## config.mk

```make
export PLATFORM = sky130hd
export DESIGN_NAME = multicycle_sequencer
export DESIGN_NICKNAME = d
export VERILOG_FILES = /design/src/rtl/multicycle_sequencer_pkg.sv /design/src/rtl/seq_counters.sv /design/src/rtl/multicycle_sequencer.sv
export SDC_FILE = /design/constraint.sdc
export NUM_CORES = 1
export LEC_CHECK = 0
export ABC_AREA = 1
export CAP_MARGIN = 40
export CORE_UTILIZATION = 55
export CTS_BUF_LIST = sky130_fd_sc_hd__clkbuf_4 sky130_fd_sc_hd__clkbuf_8
export DETAILED_ROUTE_END_ITERATION = 8
export GPL_TIMING_DRIVEN = 0
export MAX_ROUTING_LAYER = met4
export PLACE_DENSITY = 0.93
export REMOVE_ABC_BUFFERS = 1
export SKIP_LAST_GASP = 1
export SLEW_MARGIN = 20
export SYNTH_ARGS = -nofsm -noshare
export SYNTH_HDL_FRONTEND = slang
export SYNTH_SLANG_ARGS = --single-unit
```

## constraint.sdc

```tcl
create_clock -name clk -period 1.79 [get_ports clk]
set_clock_uncertainty 0.2 [all_clocks]
set_input_delay 0.2685 -clock clk [delete_from_list [all_inputs] [get_ports clk]]
set_output_delay 0.2685 -clock clk [all_outputs]
set_load 0.01 [all_outputs]
```

## src/rtl/multicycle_sequencer_pkg.sv

```systemverilog
// Shared encodings for the RV32I multi-cycle sequencer: FSM states, PC/writeback
// mux selects and memory transfer sizes.
package multicycle_sequencer_pkg;

  typedef enum logic [2:0] {
    ST_FETCH     = 3'd0,
    ST_DECODE    = 3'd1,
    ST_EXECUTE   = 3'd2,
    ST_MEMORY    = 3'd3,
    ST_WRITEBACK = 3'd4,
    ST_HALT      = 3'd5
  } seq_state_t;

  localparam logic [1:0] PC_SEL_PC4    = 2'b00;
  localparam logic [1:0] PC_SEL_BRANCH = 2'b01;
  localparam logic [1:0] PC_SEL_JAL    = 2'b10;
  localparam logic [1:0] PC_SEL_JALR   = 2'b11;

  localparam logic [1:0] WB_SEL_ALU = 2'b00;
  localparam logic [1:0] WB_SEL_MEM = 2'b01;
  localparam logic [1:0] WB_SEL_PC4 = 2'b10;

  localparam logic [1:0] XFER_BYTE = 2'b00;
  localparam logic [1:0] XFER_HALF = 2'b01;
  localparam logic [1:0] XFER_WORD = 2'b10;

endpackage

```

## src/rtl/seq_counters.sv

```systemverilog
// Cycle, retired-instruction and memory wait counters for the sequencer.
// at_limit flags the last permitted wait cycle; the FSM qualifies it with ready.
module seq_counters #(
  parameter int unsigned CNT_WIDTH   = 32,
  parameter int unsigned MEM_TIMEOUT = 255
) (
  input  logic                 clk,
  input  logic                 reset_n,
  input  logic                 count_en,
  input  logic                 retire,
  input  logic                 wait_pending,
  output logic [CNT_WIDTH-1:0] cycle_count,
  output logic [CNT_WIDTH-1:0] instret,
  output logic                 at_limit
);

  localparam int unsigned WW = 16;

  logic [CNT_WIDTH-1:0] cycle_q, cycle_d;
  logic [CNT_WIDTH-1:0] instret_q, instret_d;
  logic [WW-1:0]        wait_q, wait_d;

  always_comb begin
    cycle_d   = count_en ? cycle_q + CNT_WIDTH'(1) : cycle_q;
    instret_d = retire ? instret_q + CNT_WIDTH'(1) : instret_q;
    wait_d    = wait_pending ? wait_q + WW'(1) : '0;
  end

  always_ff @(posedge clk or negedge reset_n) begin
    if (!reset_n) begin
      cycle_q   <= '0;
      instret_q <= '0;
      wait_q    <= '0;
    end else begin
      cycle_q   <= cycle_d;
      instret_q <= instret_d;
      wait_q    <= wait_d;
    end
  end

  assign cycle_count = cycle_q;
  assign instret     = instret_q;
  assign at_limit    = (wait_q == WW'(MEM_TIMEOUT - 1));

endmodule

```

## src/rtl/multicycle_sequencer.sv

```systemverilog
// Multi-cycle control FSM for the RV32I core: FETCH/DECODE/EXECUTE/MEMORY/WRITEBACK
// with sticky halt on illegal instruction or memory timeout.
module multicycle_sequencer
  import multicycle_sequencer_pkg::*;
#(
  parameter int unsigned CNT_WIDTH   = 32,
  parameter int unsigned MEM_TIMEOUT = 255
) (
  input  logic                 clk,
  input  logic                 reset_n,
  input  logic                 run_en,
  output logic                 imem_req,
  input  logic                 imem_ready,
  output logic                 dmem_req,
  output logic                 dmem_we,
  output logic [1:0]           dmem_size,
  input  logic                 dmem_ready,
  input  logic                 dec_reg_write,
  input  logic                 dec_is_load,
  input  logic                 dec_is_store,
  input  logic                 dec_branch,
  input  logic                 dec_jal,
  input  logic                 dec_jalr,
  input  logic                 dec_illegal,
  input  logic [1:0]           xfer_size,
  input  logic                 branch_taken,
  output logic                 ir_load,
  output logic                 pc_we,
  output logic [1:0]           pc_sel,
  output logic                 rf_we,
  output logic [1:0]           wb_sel,
  output logic                 halted,
  output logic                 err,
  output logic [2:0]           state,
  output logic [CNT_WIDTH-1:0] cycle_count,
  output logic [CNT_WIDTH-1:0] instret
);

  seq_state_t state_q, state_d;
  logic       err_q, err_d;
  logic       retire, wait_pending, at_limit;

  always_ff @(posedge clk or negedge reset_n) begin
    if (!reset_n) begin
      state_q <= ST_FETCH;
      err_q   <= 1'b0;
    end else begin
      state_q <= state_d;
      err_q   <= err_d;
    end
  end

  always_comb begin
    state_d      = state_q;
    err_d        = err_q;
    imem_req     = 1'b0;
    ir_load      = 1'b0;
    dmem_req     = 1'b0;
    dmem_we      = 1'b0;
    dmem_size    = XFER_BYTE;
    pc_we        = 1'b0;
    pc_sel       = PC_SEL_PC4;
    rf_we        = 1'b0;
    wb_sel       = WB_SEL_ALU;
    retire       = 1'b0;
    wait_pending = 1'b0;
    unique case (state_q)
      ST_FETCH: begin
        // Gated by reset_n so the request also reads 0 while reset is held.
        imem_req = run_en & reset_n;
        if (imem_req && imem_ready) begin
          ir_load = 1'b1;
          state_d = ST_DECODE;
        end else if (imem_req) begin
          wait_pending = 1'b1;
          if (at_limit) begin
            state_d = ST_HALT;
            err_d   = 1'b1;
          end
        end
      end
      ST_DECODE: begin
        if (dec_illegal) begin
          state_d = ST_HALT;
          err_d   = 1'b0;
        end else begin
          state_d = ST_EXECUTE;
        end
      end
      ST_EXECUTE: begin
        if (dec_is_load || dec_is_store) begin
          state_d = ST_MEMORY;
        end else if (dec_branch) begin
          pc_we   = 1'b1;
          pc_sel  = branch_taken ? PC_SEL_BRANCH : PC_SEL_PC4;
          retire  = 1'b1;
          state_d = ST_FETCH;
        end else if (dec_jal || dec_jalr || dec_reg_write) begin
          state_d = ST_WRITEBACK;
        end else begin
          pc_we   = 1'b1;
          retire  = 1'b1;
          state_d = ST_FETCH;
        end
      end
      ST_MEMORY: begin
        dmem_req  = 1'b1;
        dmem_we   = dec_is_store;
        dmem_size = xfer_size;
        if (dmem_ready) begin
          if (dec_is_store) begin
            pc_we   = 1'b1;
            retire  = 1'b1;
            state_d = ST_FETCH;
          end else begin
            state_d = ST_WRITEBACK;
          end
        end else begin
          wait_pending = 1'b1;
          if (at_limit) begin
            state_d = ST_HALT;
            err_d   = 1'b1;
          end
        end
      end
      ST_WRITEBACK: begin
        rf_we   = 1'b1;
        pc_we   = 1'b1;
        retire  = 1'b1;
        state_d = ST_FETCH;
        if (dec_is_load) begin
          wb_sel = WB_SEL_MEM;
        end else if (dec_jal) begin
          wb_sel = WB_SEL_PC4;
          pc_sel = PC_SEL_JAL;
        end else if (dec_jalr) begin
          wb_sel = WB_SEL_PC4;
          pc_sel = PC_SEL_JALR;
        end
      end
      ST_HALT: ;
      default: state_d = ST_HALT;
    endcase
  end

  seq_counters #(
    .CNT_WIDTH  (CNT_WIDTH),
    .MEM_TIMEOUT(MEM_TIMEOUT)
  ) u_counters (
    .clk         (clk),
    .reset_n     (reset_n),
    .count_en    (state_q != ST_HALT),
    .retire      (retire),
    .wait_pending(wait_pending),
    .cycle_count (cycle_count),
    .instret     (instret),
    .at_limit    (at_limit)
  );

  assign state  = state_q;
  assign halted = (state_q == ST_HALT);
  assign err    = err_q;

endmodule

```

After elaboration in Yosys (flattened, before gate mapping). Cells that the tools add are included. Widths: inputs -> output; s select.

Bitwise gates (word level): 2. Add/subtract/negate cells: 3. Muxes and demuxes: 45. Reductions and logical operators: 8. Equal/unequal tests: 12.

Operator list (count): $add 32x1->32 const B (2); $mux 3 (9); $mux 1 (22); $pmux 3 s6 (1); $add 16x1->16 const B (1); $eq 16x8->1 const B (1); $mux 16 (1); $mux 2 (8); $ne 2x2->1 const B (4); $eq 3x2->1 const B (2); $eq 3x3->1 const B (2); $ne 3x3->1 const B (2); $pmux 1 s3 (2); $reduce_and 5->1 (1); $pmux 2 s2 (1); $eq 3x1->1 const B (1); $logic_not 3->1 (1); $logic_or 1x1->1 (3); $reduce_bool 3->1 (1); $pmux 1 s2 (1); $reduce_and 2->1 (1); $and 1x1->1 (1); $logic_and 1x1->1 (1); $not 1->1 (1).

Output and inout port bits: 81. Word-level logic and storage cells: 75. Bits in registers: 84.

Longest topological paths before layout. Gate-level depths: netlist (run 1).

Word-level depth: 6. Depth in mapped cells: 10. Depth with buffers taken out: 10.

By module. From an unflattened synthesis (run 1), not the netlist that was laid out.

Cells, all modules: 618. Area total of the unflattened synthesis: 4717.0 sq um.

By module, submodules not included: seq_counters (area an instance 4216.5 sq um, sequential area each 2001.9 sq um, cells each 527, instances 1); multicycle_sequencer (area an instance 500.5 sq um, sequential area each 100.1 sq um, cells each 91, instances 1).

Worst setup path after synthesis (run 1). No wires, ideal clock.

Path type: reg2reg. From: reg u_counters.cycle_q[0], in the netlist u_counters.cycle_count[0]. To: reg u_counters.cycle_q[16], in the netlist u_counters.cycle_count[16]. Buffers on the path: 0. Library setup time: 117 ps. Arrival: 1368 ps. Stages on the path, launching flop included: 11. Required time: 1473 ps. Path slack: 105 ps. Period minus slack after synthesis: 1685 ps. Cell sequence: dfrtp_1 ha_1 nand2_1 nor2_1 nand2_2 nor2_4 nand2_1 nor2_2 nand2_1 nand2_1 nand2_1.

Cells in the longest elaborated chain, start to end: 1.

Ends and longest elaborated chain: start, declared (line seq_counters.sv:19) `logic [CNT_WIDTH-1:0] cycle_q, cycle_d;`; start signal, assigned (line seq_counters.sv:35) `cycle_q <= cycle_d;`; $add 32x1->32 (line seq_counters.sv:24) `cycle_d = count_en ? cycle_q + CNT_WIDTH'(1) : cycle_q;`.

Every way passes these cells. A chain may end at the register's enable or synchronous reset.

Final worst setup path (run 1).
From: reg state_q[0], in the netlist state[0]. To: out pc_we.

Cells in the longest elaborated chain, start to end: 2.

Ends and longest elaborated chain: start, declared (line multicycle_sequencer.sv:39) `seq_state_t state_q, state_d;`; start signal, assigned (line multicycle_sequencer.sv:48) `state_q <= state_d;`; $eq 3x3->1 / $eq 3x2->1 (equally long branches) (line multicycle_sequencer.sv:67) `unique case (state_q)`; $pmux 1 s3 (*) (line multicycle_sequencer.sv:67); end, declared (line multicycle_sequencer.sv:28) `output logic pc_we,`.

Mark *: on every way between the ends. The rest lies on a longest branch, timed or not.

==> metrics.cfg, run 1 <==
[global_route]
grt_overflow=0
antenna_found_initial=0
grt_usage_pct=36.91
grt_pass1_wl_microns=28010
grt_pass1_vias=5903
grt_max_degree=30

[critical_path]
crit_arrival_ns=1.69
cp-start-kind=register
cp-startpoint=state[0]
crit_chain=clkinv_4 -> nand2_4 -> nor2_4 -> buf_6 -> nor2_4 -> nand2_8 -> buf_6
worstSetupEndpointType=primary output
crit_buf_inv=3
ff2ff_setup_slack_ns=-0.29
required_ns=1.32
crit_family=simple AND/OR/NAND/NOR gates
worst-path-max-fanout=4
cp_slowest_cell=dfrtp_2
r2r-start=state[0]
crit_type=reg -> out
cpPeakStageDelay_ns=0.45

[power_and_ir_drop]
leakage_nw=4.157
p_total_w=0.003744
peakVddDrop_mv=0.3618
pwr_density_cell_mw_per_mm2=463.3

[clocking]
clkLatencyLatePin_ns=0.38
cts_made_buffers=9
numClockSinks=84
cts_max_level=3
clockBufferDepth=2
clockRootBuffer=clkbuf_8
clk_pin_slew_ns=0.10
cts_tree=built

[status]
run_status=finished with violations
violations=design-rule violations, negative setup slack

[drt]
wire_per_inst_microns=20.90
ant_nets=0
num_vias=7104
drt_wl_total_microns=23930
dr.pass1.iters=9
drc_errors=14
via_per_inst=6.204
drt_iter0_drc=1034

[floorplan]
fp.dieArea_sq_mm=0.01004
row_count=35
pin_count=96
core_area_sq_mm=0.009284
die_x_microns=100.2
die_y_microns=100.2
initial_utilization_pct=57.13

[cells_and_area]
final_cells=1145
nets=1030
final_layout_size_suffix_gt1_share_pct=25.89
syn_to_final_growth_pct=52.37
ff_latch_area_sq_mm=0.002131
fill_cells=464
multi_input_area_sq_mm=0.003231
diodes=0

[yosys]
yosysTopAreaCellShare_pct=39.63
synth_top_family_by_area=simple AND/OR/NAND/NOR gates
ys_warn_count=0
synthAdderAreaFrac_pct=0.9436
synth_compound_area_share_pct=2.949
ys_ff_latch=84
seq_area_frac_synth_pct=39.63
synth_simple_gate_area_share_pct=43.34
yosysTopAreaCell=dfrtp_1
synthMuxAreaShare_pct=0
yosysUniqueCellTypes=27
synthesis.instances=802
synthXorXnorAreaFrac_pct=5.119
syn_area_sq_mm=0.005304
synth.avg_cell_area_sq_um=6.613
synthTopCellsByArea=dfrtp_1 (40%), nand2_1 (22%), nor2_1 (8.8%)

[sta]
hold_slack_ns=0.2803
fin_ws_ns=-0.3650
relSlewSlack_pct=69.34
rsz0062_at_grt=true
fmax_ghz=0.4640
worst_pin_slew_ns=0.4558
setup_viol=91
setup_tns_ns=-12.47
period_share_pct=120.4
hold_viol=0
report.final.slew_viol_count=0
fin_crit_ns=2.155

[worst_hold_path]
hp-start=dec_is_store
hold_class=in -> reg

[place]
placedCellCount=1019
dp_hpwl_microns=9578
post-place-ws_ns=-0.9451
place.gp.congestion=0.9188
port_buffers=95

[run]
cap_violations=0

==> final cells by class <==
| cell class | instances | area share (%) |
|---|---|---|
| tap | 129 | 1.997 |
| clock buffer | 11 | 1.796 |
| timing repair inverter | 1 | 0.09289 |
| sequential | 84 | 26.37 |
| multi-input combinational | 619 | 39.98 |
| clock inverter | 5 | 0.7431 |
| timing repair buffer | 203 | 24.31 |
| inverter | 93 | 4.722 |
==> logic make-up after synthesis <==
family                   after synthesis
buffers and inverters                101
flip-flops                            84
AND/OR/NAND/NOR                      552
XOR/XNOR                              31
AO/OA/AOI/OAI                         30
adder cells (fa/ha/maj)                4
==> power by group <==
group | switching [W] | internal, W
clock network | 0.000832 | 0.000706
registers | 0.0000232 | 0.00191
logic | 0.000147 | 0.000124
total | 0.00100 | 0.00274
==> cell usage after synthesis <==
| cell type | number |
|---|---|
| o21ai_0 | 11 |
| nand3_2 | 1 |
| buf_2 | 1 |
| nand3_1 | 51 |
| o21ai_1 | 8 |
| inv_1 | 87 |
| o21ai_2 | 1 |
| dfrtp_1 | 84 |
| xnor2_1 | 9 |
| nand2_2 | 3 |
| nand2_4 | 1 |
| nand2_1 | 317 |
| o21bai_1 | 1 |
| a21oi_1 | 9 |
| or2_2 | 1 |
| ha_1 | 4 |
| nor3_1 | 11 |
| nand4_1 | 8 |
| nor2_2 | 23 |
| inv_2 | 6 |
| buf_6 | 5 |
| nor4_1 | 1 |
| xor2_1 | 22 |
| buf_4 | 2 |
| nor2_4 | 1 |
| nand3b_1 | 10 |
| nor2_1 | 124 |
==> state kept, by name, summed over array words and instances (netlist names) <==
name	flops
u_counters.instret	32
state	3
err	1
u_counters.cycle_count	32
u_counters.wait_q	16
==> cells in the final DEF, fill, tap and decap left out, types with 6 or more instances in the layout <==
cell type,count
dfrtp_1,61
nand2_1,306
nand3b_1,10
nand2_4,7
buf_4,82
nand3_1,42
a21oi_1,6
o21ai_0,6
inv_1,83
nor2_1,99
xnor2_1,9
nand3_2,6
clkbuf_8,10
xor2_1,22
dfrtp_2,23
dlymetal6s2s_1,21
buf_2,8
buf_12,7
buf_6,18
dlygate4sd2_1,22
nor2_2,27
o21ai_2,7
nand2_2,6
nor3_1,7
clkdlybuf4s50_1,37
nand4_1,8
nor2_4,22
o21ai_1,6
==> metrics by stage <==
step | util (%) | area (sq um)
2_1_floorplan | - | 5228
3_3_place_gp | 68.29 | 6340
3_5_place_dp | 68.56 | 6365
4_1_cts | 80.23 | 7448
5_1_grt | 87.05 | 8082
6_report | 87.05 | 8082
==> worst register-to-register path, cell delays in order, from the launching register on <==
cell	delay, ns
dfrtp_2	0.47
clkinv_4	0.11
nand3_4	0.10
nor2_4	0.17
nand2_4	0.18
nand2_8	0.14
buf_6	0.19
inv_8	0.09
nand2_1	0.21
nand2_1	0.11
==> per-layer routing <==
metal  vias up  wire, microns  track usage, %  share of wire, %
met5         -              0               -                 0
met3       317           3017           9.123                13
met1      3142           7712           41.59                32
li1       2887              -               -                 -
met4         0           2598           21.18                11
met2       758          10600           59.91                44
==> worst paths after layout <==
kind / cells past startpoint / end
max: 7 / pc_we
min: 4 / state[1]
max reg2reg: 9 / u_counters.instret[30]
min reg2reg: 1 / u_counters.wait_q[0]
max in group asynchronous: 6 / u_counters.instret[0]
min in group asynchronous: 5 / u_counters.cycle_count[14]
==> timing repair <==
| action | in CTS | in global routing |
|---|---|---|
| hold endpoints to repair | 56 | 0 |
| setup endpoints to repair | 125 | 98 |
| resized for setup | 145 | 124 |
| hold buffers | 7 | 0 |
| gates cloned | 4 | 1 |
| pin swaps | 17 | 28 |
| setup buffers | 75 | 24 |
(Power assumes the default switching activity.)
==> run 2: changes to the inputs <==
--- a/config.mk
+++ b/config.mk
@@ -10,7 +10,7 @@
 export CORE_UTILIZATION = 55
 export CTS_BUF_LIST = sky130_fd_sc_hd__clkbuf_4 sky130_fd_sc_hd__clkbuf_8
 export DETAILED_ROUTE_END_ITERATION = 8
-export GPL_TIMING_DRIVEN = 0
+export HOLD_SLACK_MARGIN = 0.03
 export MAX_ROUTING_LAYER = met4
 export PLACE_DENSITY = 0.93
 export REMOVE_ABC_BUFFERS = 1
==> metrics.cfg, run 2 (same netlist as run 1, synthesis figures left out) <==
[cells_and_area]
syn_to_final_growth_pct=47.77
diodes=0  ; unchanged
nets=1039  ; +0.87%
mostFrequentLayoutCells=nand2_1 (304), buf_4 (104), nor2_1 (103), inv_1 (83), dfrtp_1 (71)
final_cells=1153  ; +0.70%
layout_commonest_cell=nand2_1
fill_cells=489  ; +5.4%
final_layout_size_suffix_gt1_share_pct=24.32  ; -1.6 points

[worst_hold_path]
min_to=state[2]
holdPathStages=6  ; +2
hold_class=in -> reg
hp-start=reset_n

[critical_path]
crit_arrival_ns=1.54  ; -0.15 ns
reg2reg_depth=10  ; +1
required_ns=1.32  ; about the same
worst-path-max-fanout=4  ; unchanged
worstSetupEndpointType=primary output
reg2reg_to=u_counters.cycle_count[17]
cp-start-kind=register
crit_type=reg -> out
r2r-start=state[2]
ff2ff_setup_slack_ns=-0.19  ; +0.10 ns

[floorplan]
die_x_microns=100.2  ; unchanged
pin_count=96  ; unchanged
row_count=35  ; unchanged
initial_utilization_pct=57.13  ; unchanged
core_area_sq_mm=0.009284  ; unchanged
die_y_microns=100.2  ; unchanged
fp.dieArea_sq_mm=0.01004  ; unchanged

[sta]
hold_viol=0  ; unchanged
fmax_ghz=0.4990  ; +7.5%
worst_pin_slew_ns=0.7069  ; +0.2511 ns
setup_viol=76  ; -16%
rsz0062_at_grt=true
fin_ws_ns=-0.2139  ; +0.1511 ns
period_share_pct=112.0  ; -8.4 points
hold_slack_ns=0.3201  ; +0.03985 ns
relSlewSlack_pct=52.88  ; -16 points
fin_crit_ns=2.004  ; -0.1511 ns
report.final.slew_viol_count=0  ; unchanged

[drt]
wire_per_inst_microns=16.49  ; -21%
ant_nets=0  ; unchanged
drc_errors=0  ; -14
dr_wl_met2_microns=9037  ; -15%
route.top_layer_used=met4
num_vias=6534  ; -8.0%
drt_wl_total_microns=19010  ; -21%
dr.pass1.iters=5  ; -4
via_per_inst=5.667  ; -8.7%
drt-met1-wl_microns=6850  ; -11%
drt_iter0_drc=572  ; -45%
wl_met3_microns=1793  ; -41%

[clocking]
cts_tree=built
cts_max_level=3  ; unchanged
clkLatencyLatePin_ns=0.37  ; about the same
clockRootBuffer=clkbuf_8
numClockSinks=84  ; unchanged
clockBufferDepth=2  ; unchanged
clk_pin_slew_ns=0.10  ; about the same
cts_made_buffers=9  ; unchanged

[power_and_ir_drop]
leakage_nw=3.972  ; -4.5%
pwr_density_cell_mw_per_mm2=471.1  ; +1.7%
peakVddDrop_mv=0.4253  ; +18%

[global_route]
grt_pass1_wl_microns=26970  ; -3.7%
grt_max_degree=56  ; +87%
grt_pass1_vias=5980  ; +1.3%
grt_overflow=0  ; unchanged
antenna_found_initial=0  ; unchanged
grt_usage_pct=35.13  ; -1.8 points

[place]
place.gp.congestion=0.9944  ; +8.2%
dp_hpwl_microns=10380  ; +8.4%
placedCellCount=1073  ; +5.3%
post-place-ws_ns=-0.5186  ; +0.4265 ns
port_buffers=95  ; unchanged

[run]
cap_violations=0  ; unchanged

[status]
run_status=finished with violations
violations=negative setup slack

==> run 2: cell count changes in the layout (fill, tap and decap cells not counted), moves of 8 or more <==
cell	before	now
buf_4	82	104
dlymetal6s2s_1	21	9
dfrtp_1	61	71
dfrtp_2	23	13
dlygate4sd2_1	22	31
nand2_2	6	14
==> run 2: critical path: stages (launching register included) <==
cell     delay, ns
dfrtp_1       0.44
inv_4         0.14
nand2_4       0.08
nor2_4        0.13
buf_6         0.14
nand3_1       0.06
nand2_1       0.06
buf_2         0.12
==> run 2: timing repair <==
| action | CTS | global route |
|---|---|---|
| setup buffers | 52 | 10 |
| hold buffers | 1 | 0 |
| gates cloned | 0 | 2 |
| resized for setup | 133 | 85 |
| hold endpoints to repair | 29 | 0 |
| setup endpoints to repair | 115 | 93 |
| pin swaps | 8 | 13 |
==> run 2: through the flow <==
| stage | TNS [ns] | cell area (sq um) | total power (W) | utilization [%] |
|---|---|---|---|---|
| 2_1_floorplan | -0.8255 | 5228 | 0.002021 | - |
| 3_3_place_gp | -12.27 | 6750 | 0.002164 | 72.71 |
| 3_5_place_dp | -15.19 | 6750 | 0.002168 | 72.71 |
| 4_1_cts | -1.477 | 7415 | 0.003633 | 79.87 |
| 5_1_grt | -11.15 | 7838 | 0.003783 | 84.42 |
| 6_report | -7.855 | 7838 | 0.003693 | 84.42 |
==> run 2: area by class of cell <==
class	count	area [sq um]	share of cell area, %
clock inverter	5	77.57	0.9898
sequential	84	2118	27.03
inverter	93	371.6	4.741
timing repair buffer	215	1929	24.62
multi-input combinational	617	3048	38.89
clock buffer	10	131.4	1.676
tap	129	161.4	2.059
==> run 2: how the worst max path moves through the flow <==
stage,start,end,slack [ns],cells after the start
after floorplan,state[1],u_counters.instret[2],-0.06,8
after global placement,dec_is_store,pc_we,-0.47,7
after detailed placement,dec_is_store,pc_we,-0.52,7
after CTS,state[2],dmem_size[1],-0.14,6
after global routing,state[2],u_counters.cycle_count[17],-0.29,10
final,state[0],pc_sel[0],-0.21,7
==> run 2: power by group <==
group | total [W] | switching [W] | internal (W)
Sequential | 0.00192 | 0.0000136 | 0.00191
Combinational | 0.000230 | 0.000128 | 0.000101
Clock | 0.00154 | 0.000748 | 0.000791
==> run 2: routing by layer <==
layer	vias to the layer above	GRT usage, %
li1	2908	-
met1	2977	41.16
met2	486	57.80
met3	163	5.501
met4	0	19.62
met5	-	-
==> run 3: changes to the inputs <==
--- a/config.mk
+++ b/config.mk
@@ -7,12 +7,14 @@
 export LEC_CHECK = 0
 export ABC_AREA = 1
 export CAP_MARGIN = 40
-export CORE_UTILIZATION = 55
+export CELL_PAD_IN_SITES_DETAIL_PLACEMENT = 1
+export CELL_PAD_IN_SITES_GLOBAL_PLACEMENT = 1
+export CORE_UTILIZATION = 38
 export CTS_BUF_LIST = sky130_fd_sc_hd__clkbuf_4 sky130_fd_sc_hd__clkbuf_8
 export DETAILED_ROUTE_END_ITERATION = 8
 export HOLD_SLACK_MARGIN = 0.03
 export MAX_ROUTING_LAYER = met4
-export PLACE_DENSITY = 0.93
+export PLACE_DENSITY = 0.92
 export REMOVE_ABC_BUFFERS = 1
 export SKIP_LAST_GASP = 1
 export SLEW_MARGIN = 20
==> metrics.cfg, run 3 (same netlist as run 1, synthesis figures left out) <==
[status]
run_status=finished with violations
violations=negative setup slack

[sta]
worst_pin_slew_ns=0.5997  ; -0.1072 ns
relSlewSlack_pct=60.02  ; +7.1 points
fin_crit_ns=2.211  ; +0.2075 ns
fmax_ghz=0.4522  ; -9.4%
setup_tns_ns=-16.00  ; -8.146 ns
setup_viol=100  ; +32%
period_share_pct=123.5  ; +12 points
hold_slack_ns=0.1864  ; -0.1337 ns
rsz0062_at_grt=true
report.final.slew_viol_count=0  ; unchanged
fin_ws_ns=-0.4214  ; -0.2075 ns
hold_viol=0  ; unchanged

[global_route]
antenna_found_initial=0  ; unchanged
grt_overflow=0  ; unchanged
grt_usage_pct=32.97  ; -2.2 points
grt_pass1_wl_microns=35890  ; +33%
grt_pass1_vias=7049  ; +18%
grt_max_degree=42  ; -25%

[cells_and_area]
diodes=0  ; unchanged
final_cells=1230  ; +6.7%
final_layout_size_suffix_gt1_share_pct=30.17  ; +5.9 points
final_cell_area_sq_mm=0.008386  ; +7.0%
nets=1068  ; +2.8%
mostFrequentLayoutCells=nand2_1 (301), buf_4 (121), nor2_1 (91), inv_1 (83), dfrtp_1 (60)
syn_to_final_growth_pct=58.10
layout_commonest_cell=nand2_1

[drt]
num_vias=7309  ; +12%
ant_nets=0  ; unchanged
drt_wl_total_microns=29940  ; +57%
via_per_inst=5.942  ; +4.9%
wire_per_inst_microns=24.34  ; +48%
drc_errors=0  ; unchanged
dr.pass1.iters=6  ; +1
drt_iter0_drc=819  ; +43%

[place]
dpl_cell_area_sq_mm=0.006904  ; +2.3%
port_buffers=95  ; unchanged
place.gp.congestion=0.8666  ; -13%
dp_hpwl_microns=12760  ; +23%
placedCellCount=1131  ; +5.4%

[floorplan]
pin_count=96  ; unchanged
die_x_microns=120.1  ; +20%
fp.dieArea_sq_mm=0.01443  ; +44%
row_count=42  ; +20%
die_y_microns=120.1  ; +20%
initial_utilization_pct=39.43  ; -18 points
core_area_sq_mm=0.01345  ; +45%

[critical_path]
cp-start-kind=register
worstSetupEndpointType=register
worst-path-max-fanout=5  ; +1
crit_arrival_ns=2.33  ; +0.79 ns
ff2ff_setup_slack_ns=-0.42  ; -0.23 ns
required_ns=1.91  ; +0.59 ns
cp-startpoint=u_counters.instret[21]
r2r-start=u_counters.instret[21]
crit_type=reg -> reg

[clocking]
numClockSinks=84  ; unchanged
cts_max_level=3  ; unchanged
clockBufferDepth=2  ; unchanged
clockRootBuffer=clkbuf_8
cts_tree=built
cts_made_buffers=9  ; unchanged
clk_pin_slew_ns=0.12  ; +0.02 ns
clkLatencyLatePin_ns=0.43  ; +0.06 ns

[power_and_ir_drop]
p_total_w=0.003670  ; -0.61%
peakVddDrop_mv=0.2897  ; -32%
pwr_density_cell_mw_per_mm2=437.7  ; -7.1%
leakage_nw=4.222  ; +6.3%

[worst_hold_path]
hp-start=reset_n
hold_class=in -> reg

[run]
cap_violations=0  ; unchanged

run 3: worst max-delay path, cell delays in order (launching register included):
cell and delay [ns]:
dfrtp_2 0.42, buf_4 0.17, nand2_1 0.13, nor2_1 0.25, nand2_1 0.14, nor2_1 0.30, nand2_1 0.13, nand2_1 0.13
nand2_1 0.11, nand2_1 0.08, nand2_1 0.04
run 3: timing repair:
| action | in CTS | in global routing |
|---|---|---|
| endpoints found under the setup margin | 136 | 99 |
| cloned | 3 | 0 |
| gates resized for setup | 169 | 133 |
| hold buffers | 1 | 0 |
| pin swaps | 23 | 27 |
| setup buffers | 65 | 17 |
| endpoints found under the hold margin | 39 | 0 |
run 3: stage by stage:
step	utilization (%)	worst slack (ns)
3_5_place_dp	51.32	-0.4868
3_3_place_gp	51.32	-0.4246
2_1_floorplan	-	-0.06259
4_1_cts	57.92	-0.2378
6_report	62.33	-0.4214
5_1_grt	62.33	-0.4667
run 3: worst paths after layout:
path | end | depth (start not counted)
max | u_counters.instret[31] | 10
min | state[0] | 5
max reg2reg | u_counters.instret[31] | 10
min reg2reg | u_counters.cycle_count[16] | 2
max in group asynchronous | u_counters.cycle_count[21] | 4
min in group asynchronous | u_counters.instret[23] | 3
run 3: layer usage:
| metal | share of wire [%] | up-vias | GRT usage (%) | wire (microns) |
|---|---|---|---|---|
| li1 | - | 2951 | - | - |
| met1 | 36 | 3550 | 37.04 | 10650 |
| met2 | 48 | 567 | 55.78 | 14500 |
| met3 | 7.7 | 241 | 5.513 | 2293 |
| met4 | 8.3 | 0 | 17.97 | 2499 |
| met5 | 0 | - | - | 0 |
run 3: final cells by class:
cell class | instances | area, sq um
Tap cell | 176 | 220.2
Sequential cell | 84 | 2132
Timing Repair Buffer | 243 | 2207
Clock buffer | 12 | 152.6
Inverter | 93 | 381.6
Fill cell | 1728 | 5067
Timing Repair inverter | 1 | 7.507
Clock inverter | 4 | 25.02
Multi-Input combinational cell | 617 | 3259
run 3: where the power goes:
group          switching, W  internal [W]  leakage, nW
Sequential        0.0000178       0.00191         1.10
Combinational      0.000166      0.000107         3.03
Clock              0.000897      0.000570       0.0892
Total               0.00108       0.00259         4.22
